`config.mk`:
```
export PLATFORM = sky130hd
export DESIGN_NAME = encoder_period_meter
export DESIGN_NICKNAME = d
export VERILOG_FILES = /design/src/rtl/encoder_period_meter.sv
export SDC_FILE = /design/constraint.sdc
export NUM_CORES = 1
export LEC_CHECK = 0
export ABC_AREA = 0
export BUFFER_PORTS_ARGS = -buffer_cell sky130_fd_sc_hd__buf_2
export CAP_MARGIN = 40
export CORE_ASPECT_RATIO = 1.25
export CORE_MARGIN = 4
export CORE_UTILIZATION = 63
export DETAILED_ROUTE_END_ITERATION = 10
export PLACE_DENSITY_LB_ADDON = 0.2
export SLEW_MARGIN = 40
export SYNTH_ARGS = -nofsm -noshare
export SYNTH_HDL_FRONTEND = slang
export SYNTH_SLANG_ARGS = --single-unit
```
`constraint.sdc`:
```
create_clock -name clk -period 12.05 [get_ports clk]
set_clock_uncertainty 0.15 [all_clocks]
set_input_delay 1.205 -clock clk [delete_from_list [all_inputs] [get_ports clk]]
set_output_delay 1.205 -clock clk [all_outputs]
set_load 0.005 [all_outputs]
```
`src/rtl/encoder_period_meter.sv`:
```
// -----------------------------------------------------------------------------
// encoder_period_meter
//
// Quadrature encoder front end for the BLDC speed loop. Synchronizes and
// deglitches the A/B pins, decodes direction and a 4x position count, and
// measures the period between filtered A rising edges together with a moving
// average over 2^AVG_SHIFT periods.
//
// Ports:
//   clk             system clock
//   rst             asynchronous active-low reset
//   enable          period measurement enable (decode always runs)
//   encoder_a/b     raw asynchronous encoder channels
//   period_measured latest A-to-A period in clk ticks, saturated at 16'hFFFF
//   period_avg      moving average of the last 2^AVG_SHIFT periods
//   period_valid    one-cycle strobe, both period outputs updated
//   direction       1 = forward (A leads B), 0 = reverse
//   position_count  signed 4x quadrature count, wraps modulo 2^16
//   stalled         no A rising edge within STALL_LIMIT ticks
//   quad_error      one-cycle strobe when A and B change together
// -----------------------------------------------------------------------------
module encoder_period_meter #(
   parameter int unsigned FILTER_LEN  = 4,
   parameter int unsigned AVG_SHIFT   = 2,
   parameter logic [15:0] STALL_LIMIT = 16'hFFFF
) (
   input  logic        clk,
   input  logic        rst,
   input  logic        enable,
   input  logic        encoder_a,
   input  logic        encoder_b,
   output logic [15:0] period_measured,
   output logic [15:0] period_avg,
   output logic        period_valid,
   output logic        direction,
   output logic [15:0] position_count,
   output logic        stalled,
   output logic        quad_error
);

   localparam int          DEPTH    = 1 << AVG_SHIFT;
   localparam int          SUM_W    = 16 + AVG_SHIFT;
   localparam int          PTR_W    = (AVG_SHIFT > 0) ? AVG_SHIFT : 1;
   localparam logic [3:0]  FILT_THR = 4'(FILTER_LEN);

   typedef enum logic [1:0] {S_IDLE, S_ARMING, S_MEASURING, S_STALLED} state_t;

   // Channel bit 1 = A, bit 0 = B throughout.
   logic [1:0]       sync1_q, sync2_q, sync3_q;
   logic [3:0]       flt_cnt_q [2];
   logic [3:0]       flt_cnt_d [2];
   logic [1:0]       filt_q, filt_d, filt_prev_q;

   logic [15:0]      pos_q, pos_d;
   logic             dir_q, dir_d, qerr_q, qerr_d;

   state_t           state_q, state_d;
   logic [15:0]      tick_q, tick_d;
   logic             stalled_q, stalled_d;
   logic [15:0]      meas_q, meas_d, avg_q, avg_d;
   logic             valid_q, valid_d;
   logic             hist_valid_q, hist_valid_d;
   logic [SUM_W-1:0] sum_q, sum_d;
   logic [PTR_W-1:0] ptr_q, ptr_d;
   logic [15:0]      buf_q [DEPTH];
   logic [15:0]      buf_d [DEPTH];

   logic             a_rise;
   logic [15:0]      sample;

   // Next value in the forward Gray sequence 00->10->11->01->00.
   function automatic logic [1:0] fwd_next(input logic [1:0] ab);
      case (ab)
         2'b00:   fwd_next = 2'b10;
         2'b10:   fwd_next = 2'b11;
         2'b11:   fwd_next = 2'b01;
         default: fwd_next = 2'b00;
      endcase
   endfunction

   // Filter: count the run length of the synchronized value; the filtered
   // value follows once the run reaches FILTER_LEN cycles.
   always_comb begin
      // NOTE: every combinational output gets a default first so no path leaves it unassigned (no latch).
      flt_cnt_d = flt_cnt_q;
      filt_d    = filt_q;
      for (int i = 0; i < 2; i++) begin
         if (sync2_q[i] != sync3_q[i])    flt_cnt_d[i] = 4'd1;
         else if (flt_cnt_q[i] != 4'hF)   flt_cnt_d[i] = flt_cnt_q[i] + 4'd1;
         if (flt_cnt_d[i] >= FILT_THR)    filt_d[i]    = sync2_q[i];
      end
   end

   // Quadrature decode on the filtered pair.
   always_comb begin
      pos_d  = pos_q;
      dir_d  = dir_q;
      qerr_d = 1'b0;
      if (filt_q != filt_prev_q) begin
         if ((filt_q ^ filt_prev_q) == 2'b11) begin
            qerr_d = 1'b1;
         end else if (filt_q == fwd_next(filt_prev_q)) begin
            pos_d = pos_q + 16'd1;
            dir_d = 1'b1;
         end else begin
            pos_d = pos_q - 16'd1;
            dir_d = 1'b0;
         end
      end
   end

   assign a_rise = filt_q[1] & ~filt_prev_q[1];
   // Counter is cleared on the edge cycle, so the edge distance is count + 1.
   assign sample = (tick_q == 16'hFFFF) ? 16'hFFFF : tick_q + 16'd1;

   // Period FSM and averaging.
   always_comb begin
      state_d      = state_q;
      tick_d       = tick_q;
      stalled_d    = stalled_q;
      meas_d       = meas_q;
      avg_d        = avg_q;
      valid_d      = 1'b0;
      hist_valid_d = hist_valid_q;
      sum_d        = sum_q;
      ptr_d        = ptr_q;
      buf_d        = buf_q;
      if (!enable) begin
         state_d   = S_IDLE;
         tick_d    = '0;
         stalled_d = 1'b0;
      end else begin
         case (state_q)
            S_IDLE: begin
               tick_d  = '0;
               state_d = S_ARMING;
            end
            S_ARMING: begin
               hist_valid_d = 1'b0;
               if (a_rise) begin
                  tick_d  = '0;
                  state_d = S_MEASURING;
               end
            end
            S_MEASURING: begin
               // An edge on the stall-limit cycle wins over the stall.
               if (a_rise) begin
                  tick_d  = '0;
                  meas_d  = sample;
                  valid_d = 1'b1;
                  if (!hist_valid_q) begin
                     for (int i = 0; i < DEPTH; i++) buf_d[i] = sample;
                     sum_d        = SUM_W'(sample) << AVG_SHIFT;
                     ptr_d        = '0;
                     hist_valid_d = 1'b1;
                  end else begin
                     sum_d        = sum_q - SUM_W'(buf_q[ptr_q]) + SUM_W'(sample);
                     buf_d[ptr_q] = sample;
                     ptr_d        = (ptr_q == PTR_W'(DEPTH - 1)) ? '0 : ptr_q + 1'b1;
                  end
                  avg_d = 16'(sum_d >> AVG_SHIFT);
               end else if (tick_q == STALL_LIMIT) begin
                  state_d      = S_STALLED;
                  stalled_d    = 1'b1;
                  meas_d       = 16'hFFFF;
                  avg_d        = 16'hFFFF;
                  valid_d      = 1'b1;
                  hist_valid_d = 1'b0;
               end else if (tick_q != 16'hFFFF) begin
                  tick_d = tick_q + 16'd1;
               end
            end
            S_STALLED: begin
               if (a_rise) begin
                  stalled_d = 1'b0;
                  tick_d    = '0;
                  state_d   = S_MEASURING;
               end
            end
            default: state_d = S_IDLE;
         endcase
      end
   end

   always_ff @(posedge clk or negedge rst) begin
      if (!rst) begin
         sync1_q      <= '0;
         sync2_q      <= '0;
         sync3_q      <= '0;
         flt_cnt_q    <= '{default: '0};
         filt_q       <= '0;
         filt_prev_q  <= '0;
         pos_q        <= '0;
         dir_q        <= 1'b0;
         qerr_q       <= 1'b0;
         state_q      <= S_IDLE;
         tick_q       <= '0;
         stalled_q    <= 1'b0;
         meas_q       <= 16'hFFFF;
         avg_q        <= 16'hFFFF;
         valid_q      <= 1'b0;
         hist_valid_q <= 1'b0;
         sum_q        <= '0;
         ptr_q        <= '0;
      end else begin
         // NOTE: non-blocking assignments so every flop samples pre-edge values.
         sync1_q      <= {encoder_a, encoder_b};
         sync2_q      <= sync1_q;
         sync3_q      <= sync2_q;
         flt_cnt_q    <= flt_cnt_d;
         filt_q       <= filt_d;
         filt_prev_q  <= filt_q;
         pos_q        <= pos_d;
         dir_q        <= dir_d;
         qerr_q       <= qerr_d;
         state_q      <= state_d;
         tick_q       <= tick_d;
         stalled_q    <= stalled_d;
         meas_q       <= meas_d;
         avg_q        <= avg_d;
         valid_q      <= valid_d;
         hist_valid_q <= hist_valid_d;
         sum_q        <= sum_d;
         ptr_q        <= ptr_d;
      end
   end

   // NOTE: the history buffer has no reset; it is always preloaded before use.
   always_ff @(posedge clk) begin
      buf_q <= buf_d;
   end

   assign period_measured = meas_q;
   assign period_avg      = avg_q;
   assign period_valid    = valid_q;
   assign direction       = dir_q;
   assign position_count  = pos_q;
   assign stalled         = stalled_q;
   assign quad_error      = qerr_q;

endmodule

```
== After elaboration in Yosys (flattened, before gate mapping) ==
Index checks and enable logic that the tools add are counted.

* Register bits: 173
* Input port bits: 5
* Output and inout port bits: 52

* $add $sub $neg: 8
* Magnitude comparators: 4
* Eq/ne operators: 23
* Muxes and demuxes: 48
* Bitwise logic cells: 5
* Reductions and logical operators: 13

{| class="wikitable"
|+ Operators by type and width
! kind !! count
|-
| 16-bit 2-to-1 mux || 13
|-
| 64-bit bitwise mux || 1
|-
| 64-bit 2-to-1 mux || 1
|-
| 16-bit one-hot mux with 3 select lines || 1
|-
| 16-bit by 1-bit adder with 16-bit output (second input constant) || 2
|-
| 16-bit binary-select mux with 2-bit select || 1
|-
| 16-bit demux with 2-bit select || 1
|-
| 18-bit by 16-bit adder with 18-bit output || 1
|-
| 18-bit 2-to-1 mux || 1
|-
| 18-bit by 16-bit subtractor with 18-bit output || 1
|-
| 16-bit == test (second input constant) || 1
|-
| 2-bit 2-to-1 mux || 8
|-
| 4-bit 2-to-1 mux || 4
|-
| 16-bit != test (second input constant) || 1
|-
| 4-bit != test (second input constant) || 4
|-
| 16-bit by 1-bit subtractor with 16-bit output (second input constant) || 1
|-
| 3-bit AND reduction || 5
|-
| 1-bit 2-to-1 mux || 13
|-
| 2-bit == test (second input constant) || 6
|-
| 3-bit != test (second input constant) || 4
|-
| 2-bit one-hot mux with 3 select lines || 2
|-
| 4-bit by 1-bit adder with 4-bit output (second input constant) || 2
|-
| 4-bit by 3-bit >= comparator with 1-bit output (second input constant) || 2
|-
| 2-bit logical NOT || 2
|-
| other kinds (19) || 23
|}

== Longest topological paths before layout ==
* Depth in word-level cells: 8
* Gate-level depth with buffers: 20
* Gate-level depth less buffers: 16

== Worst setup path before layout ==
Ideal clock, no wire load.

* Kind: register to register
* Start point: register ptr_q[0]
* End point: register sum_q[16]
* Setup time: 0.146 ns
* Arrival: 4.049 ns
* Data required time: 11.754 ns
* Path slack: 7.704 ns
* Stages on the path, launching flop included: 14
* Buffers on the path: 2
* Clock period less this slack: 4.346 ns
* Cells stage by stage: dfrtp_1 > buf_2 > buf_1 > mux4_2 > fa_1 > inv_1 > ha_1 > a21o_1 > a21o_1 > a21oi_1 > nor2_1 > a2111oi_0 > mux2i_1 > o311ai_0

* Cells in the longest elaborated chain, start to end: 7

{| class="wikitable"
|+ Ends and longest elaborated chain
! element !! line !! RTL
|-
| start, declared || 64 || <nowiki>logic [PTR_W-1:0] ptr_q, ptr_d;</nowiki>
|-
| start signal, assigned || 224 || <nowiki>ptr_q <= ptr_d;</nowiki>
|-
| 2-bit NOT with 3-bit output (implied by the code) || 157 || <nowiki>sum_d = sum_q - SUM_W'(buf_q[ptr_q]) + SUM_W'(sample);</nowiki>
|-
| 16-bit binary-select mux with 2-bit select || 157 ||
|-
| 16-bit 2-to-1 mux (implied by the code) (2 in series) || 157 ||
|-
| 18-bit by 16-bit subtractor with 18-bit output || 157 ||
|-
| 18-bit by 16-bit adder with 18-bit output || 157 ||
|-
| 18-bit 2-to-1 mux || 151 || <nowiki>if (!hist_valid_q) begin</nowiki>
|-
| end signal, assigned || 223 || <nowiki>sum_q <= sum_d;</nowiki>
|-
| end, declared || 63 || <nowiki>logic [SUM_W-1:0] sum_q, sum_d;</nowiki>
|}

Every way passes these cells. The select of a mux whose other input is x is not followed.
A chain may end at the register's enable or synchronous reset.

== Worst setup path after layout ==
* Start point: register tick_q[10]
* End point: register sum_q[16]

* Cells in the longest elaborated chain, start to end: 4
* Elaborated cells between the ends (all ways): 5
* Classes of those cells: 2 x add/sub; 1 x eq/ne; 2 x mux

{| class="wikitable"
|+ Ends and longest elaborated chain
! element !! line !! RTL
|-
| start, declared || 58 || <nowiki>logic [15:0] tick_q, tick_d;</nowiki>
|-
| start signal, assigned || 217 || <nowiki>tick_q <= tick_d;</nowiki>
|-
| 16-bit by 1-bit adder with 16-bit output or 16-bit == test (tied branches) || 114 || <nowiki>assign sample = (tick_q == 16'hFFFF) ? 16'hFFFF : tick_q + 16'd1;</nowiki>
|-
| 16-bit 2-to-1 mux (*) || 114 ||
|-
| 18-bit by 16-bit adder with 18-bit output || 157 ||
|-
| 18-bit 2-to-1 mux (*) || 151 ||
|}

Every way passes the cells marked *; elsewhere a longest branch is shown, timed or not.

==> impl_metrics.yaml <==
status:
  status: "completed"
yosys:
  synthArstFlopShare: 0.630
  yosys.area.top_type: "dfrtp_1"
  syn_area_per_cell_um2: 10.4
  syn_nets: 991
  ys_types: 66
  yosysMostFrequentCell: "nor2_1"
  syn_area_um2: 9640
  synthFlopType: "dfrtp_1"
  ys_top_cells_by_count: "nor2_1 (145), dfrtp_1 (77), nand2_1 (66)"
  ys_warn_count: 0
  synth.top_cells.by_area: "dfrtp_1 (20%), edfxtp_1 (20%), dfstp_2 (8.7%), nor2_1 (5.6%), ha_1 (5.3%)"
  yosysSeqAreaShare: 0.486
  yosysTopAreaCellShare: 0.200
  postSynthCellCount: 928
  ys_ff_latch: 173
  synth-edff-count: 64
placement:
  post-place-ws_ns: 7.23
  placed_cells: 1133
  place_congestion: 0.960
  placed_cell_area_um2: 10100
  io_buffer_count: 56
  hpwlAfterDp_mm: 16.3
global_route:
  gr-usage-all-layers: 0.273
  grt_pass1_vias: 7214
  grt_max_degree: 64
  antenna_found_initial: 0
  grt_pass1_wl_mm: 37.1
  grt-ovfl-total: 0
clock_tree:
  clock-root-buffer: "clkbuf_16"
  ctsHtreeMaxLevel: 4
  cts_resized: 0
  path_clk_slew_ns: 0.06
  ctsHoldBuffers: 0
  clock_latency_ns: 0.43
  cts_sinks: 173
  cts_tree: "built"
  cts_setup_buffers: 0
  cts_buffer_depth: 2
  numCtsBuffers: 17
hold_path:
  hold_class: "reg -> reg"
layout:
  drive_above_1_share: 0.180
  fin_area_um2: 10700
  utilization: 0.711
  final_cell_count_no_fill: 1165
  syn2layout_area_growth_pct: 10.7
  nets: 1033
  antennaDiodeCount: 0
timing:
  finalCriticalPeriod_ns: 4.92
  finalSetupViolations: 0
  tightest_slew_ns: 0.807
  rsz0062_at_grt: "false"
  slew_viol_final: 0
  setup_ws_ns: 7.13
  max_freq_ghz: 0.203
  fin_crit_sh: 0.409
  whs_ns: 0.206
  maxSlewHeadroom: 0.447
  timing.final.hold_violations: 0
  final.setup.tns_ns: 0
die:
  dieArea_um2: 17400
  io_pins: 57
  initial_core_util: 0.642
  coreArea_um2: 15000
  die_h_um: 146
  rows: 50
  die_w_um: 119
detailed_routing:
  routed_wl_mm: 22.9
  vias_per_cell: 6.07
  drt_first_pass_iters: 7
  dr_total_vias: 7073
  drt_iter0_drc: 557
  antenna_left: 0
  drc: 0
  routedWlPerCell_um: 19.6
power:
  total_power_mw: 3.03
  powerDensity_nw_per_um2: 283
  leakage_nw: 4.72
  vdd_ir_drop_max_v: 0.000289
worst_setup_path:
  end_kind: "flip-flop"
  crit_type: "reg -> reg"
  worstPathArrival_ns: 5.05
  critPathLaunchType: "flip-flop"
  cp.required_ns: 12.17
  critPathMaxFanout: 7
run:
  maxCapViolCount: 0
## state kept, by name, indices dropped and copies added (netlist names), 8 cells and up
signal,flops
sum_q,18
buf_q,64
tick_q,16
flt_cnt_q,8
period_measured,16
position_count,16
period_avg,16
## worst paths after layout
check / depth (start not counted) / startpoint / end / slack [ns]
max: 14 / tick_q[10] / sum_q[16] / 7.13
min: 0 / sync1_q[0] / sync2_q[0] / 0.21
max reg2reg: 14 / tick_q[10] / sum_q[16] / 7.13
min reg2reg: 0 / sync1_q[0] / sync2_q[0] / 0.21
max in group asynchronous: 2 / rst / ptr_q[1] / 10.11
min in group asynchronous: 1 / rst / flt_cnt_q[1] / 0.63
## area by class of cell
type	count	area [µm²]
Tap cell	182	228
Clock inverter	11	144
Inverter	61	229
Timing Repair Buffer	69	384
Fill cell	1145	4340
Multi-Input combinational cell	648	4560
Clock buffer	21	440
Sequential cell	173	4690
## cell usage in the layout, fill, tap and decap left out, drive strengths merged, types with 32 or more instances in the layout
master and instances:
buf 69, nor2 145, ha 41, o21ai 55
a21oi 53, dfstp 32, inv 61, dfrtp 77
nand2 66, edfxtp 64
## worst max-delay path, cell delays in order (launching register included)
cell and delay, ns:
dfrtp_1 0.46, nand3_1 0.18, or3_1 0.50, o21ai_0 0.43, mux2i_2 0.24, fa_1 0.53, inv_1 0.04, ha_1 0.33
nor2b_1 0.14, o21ai_1 0.16, a21boi_1 0.17, o41a_1 0.44, a2111oi_0 0.53, mux2i_1 0.30, o311ai_0 0.15
## per-layer routing
layer / routed length (µm) / vias up / track usage
li1: - / 3340 / -
met1: 9050 / 3448 / 0.340
met2: 11700 / 232 / 0.467
met3: 1260 / 53 / 0.0453
met4: 884 / 0 / 0.125
met5: 0 / - / 0
## kinds of logic after synthesis
logic type	after synthesis	synth area share
AND/OR/NAND/NOR	309	0.145
AO/OA/AOI/OAI	197	0.128
flip-flops	173	0.486
buffers and inverters	107	0.0463
adder cells (fa/ha/maj)	58	0.0885
multiplexers	45	0.0701
XOR/XNOR	39	0.0354
## where the power goes
group	switching, mW	total, mW	internal [mW]
combinational	0.885	1.62	0.732
sequential	0.0931	0.853	0.760
clock	0.231	0.556	0.325
total	1.21	3.03	1.82
(Power assumes the default switching activity.)
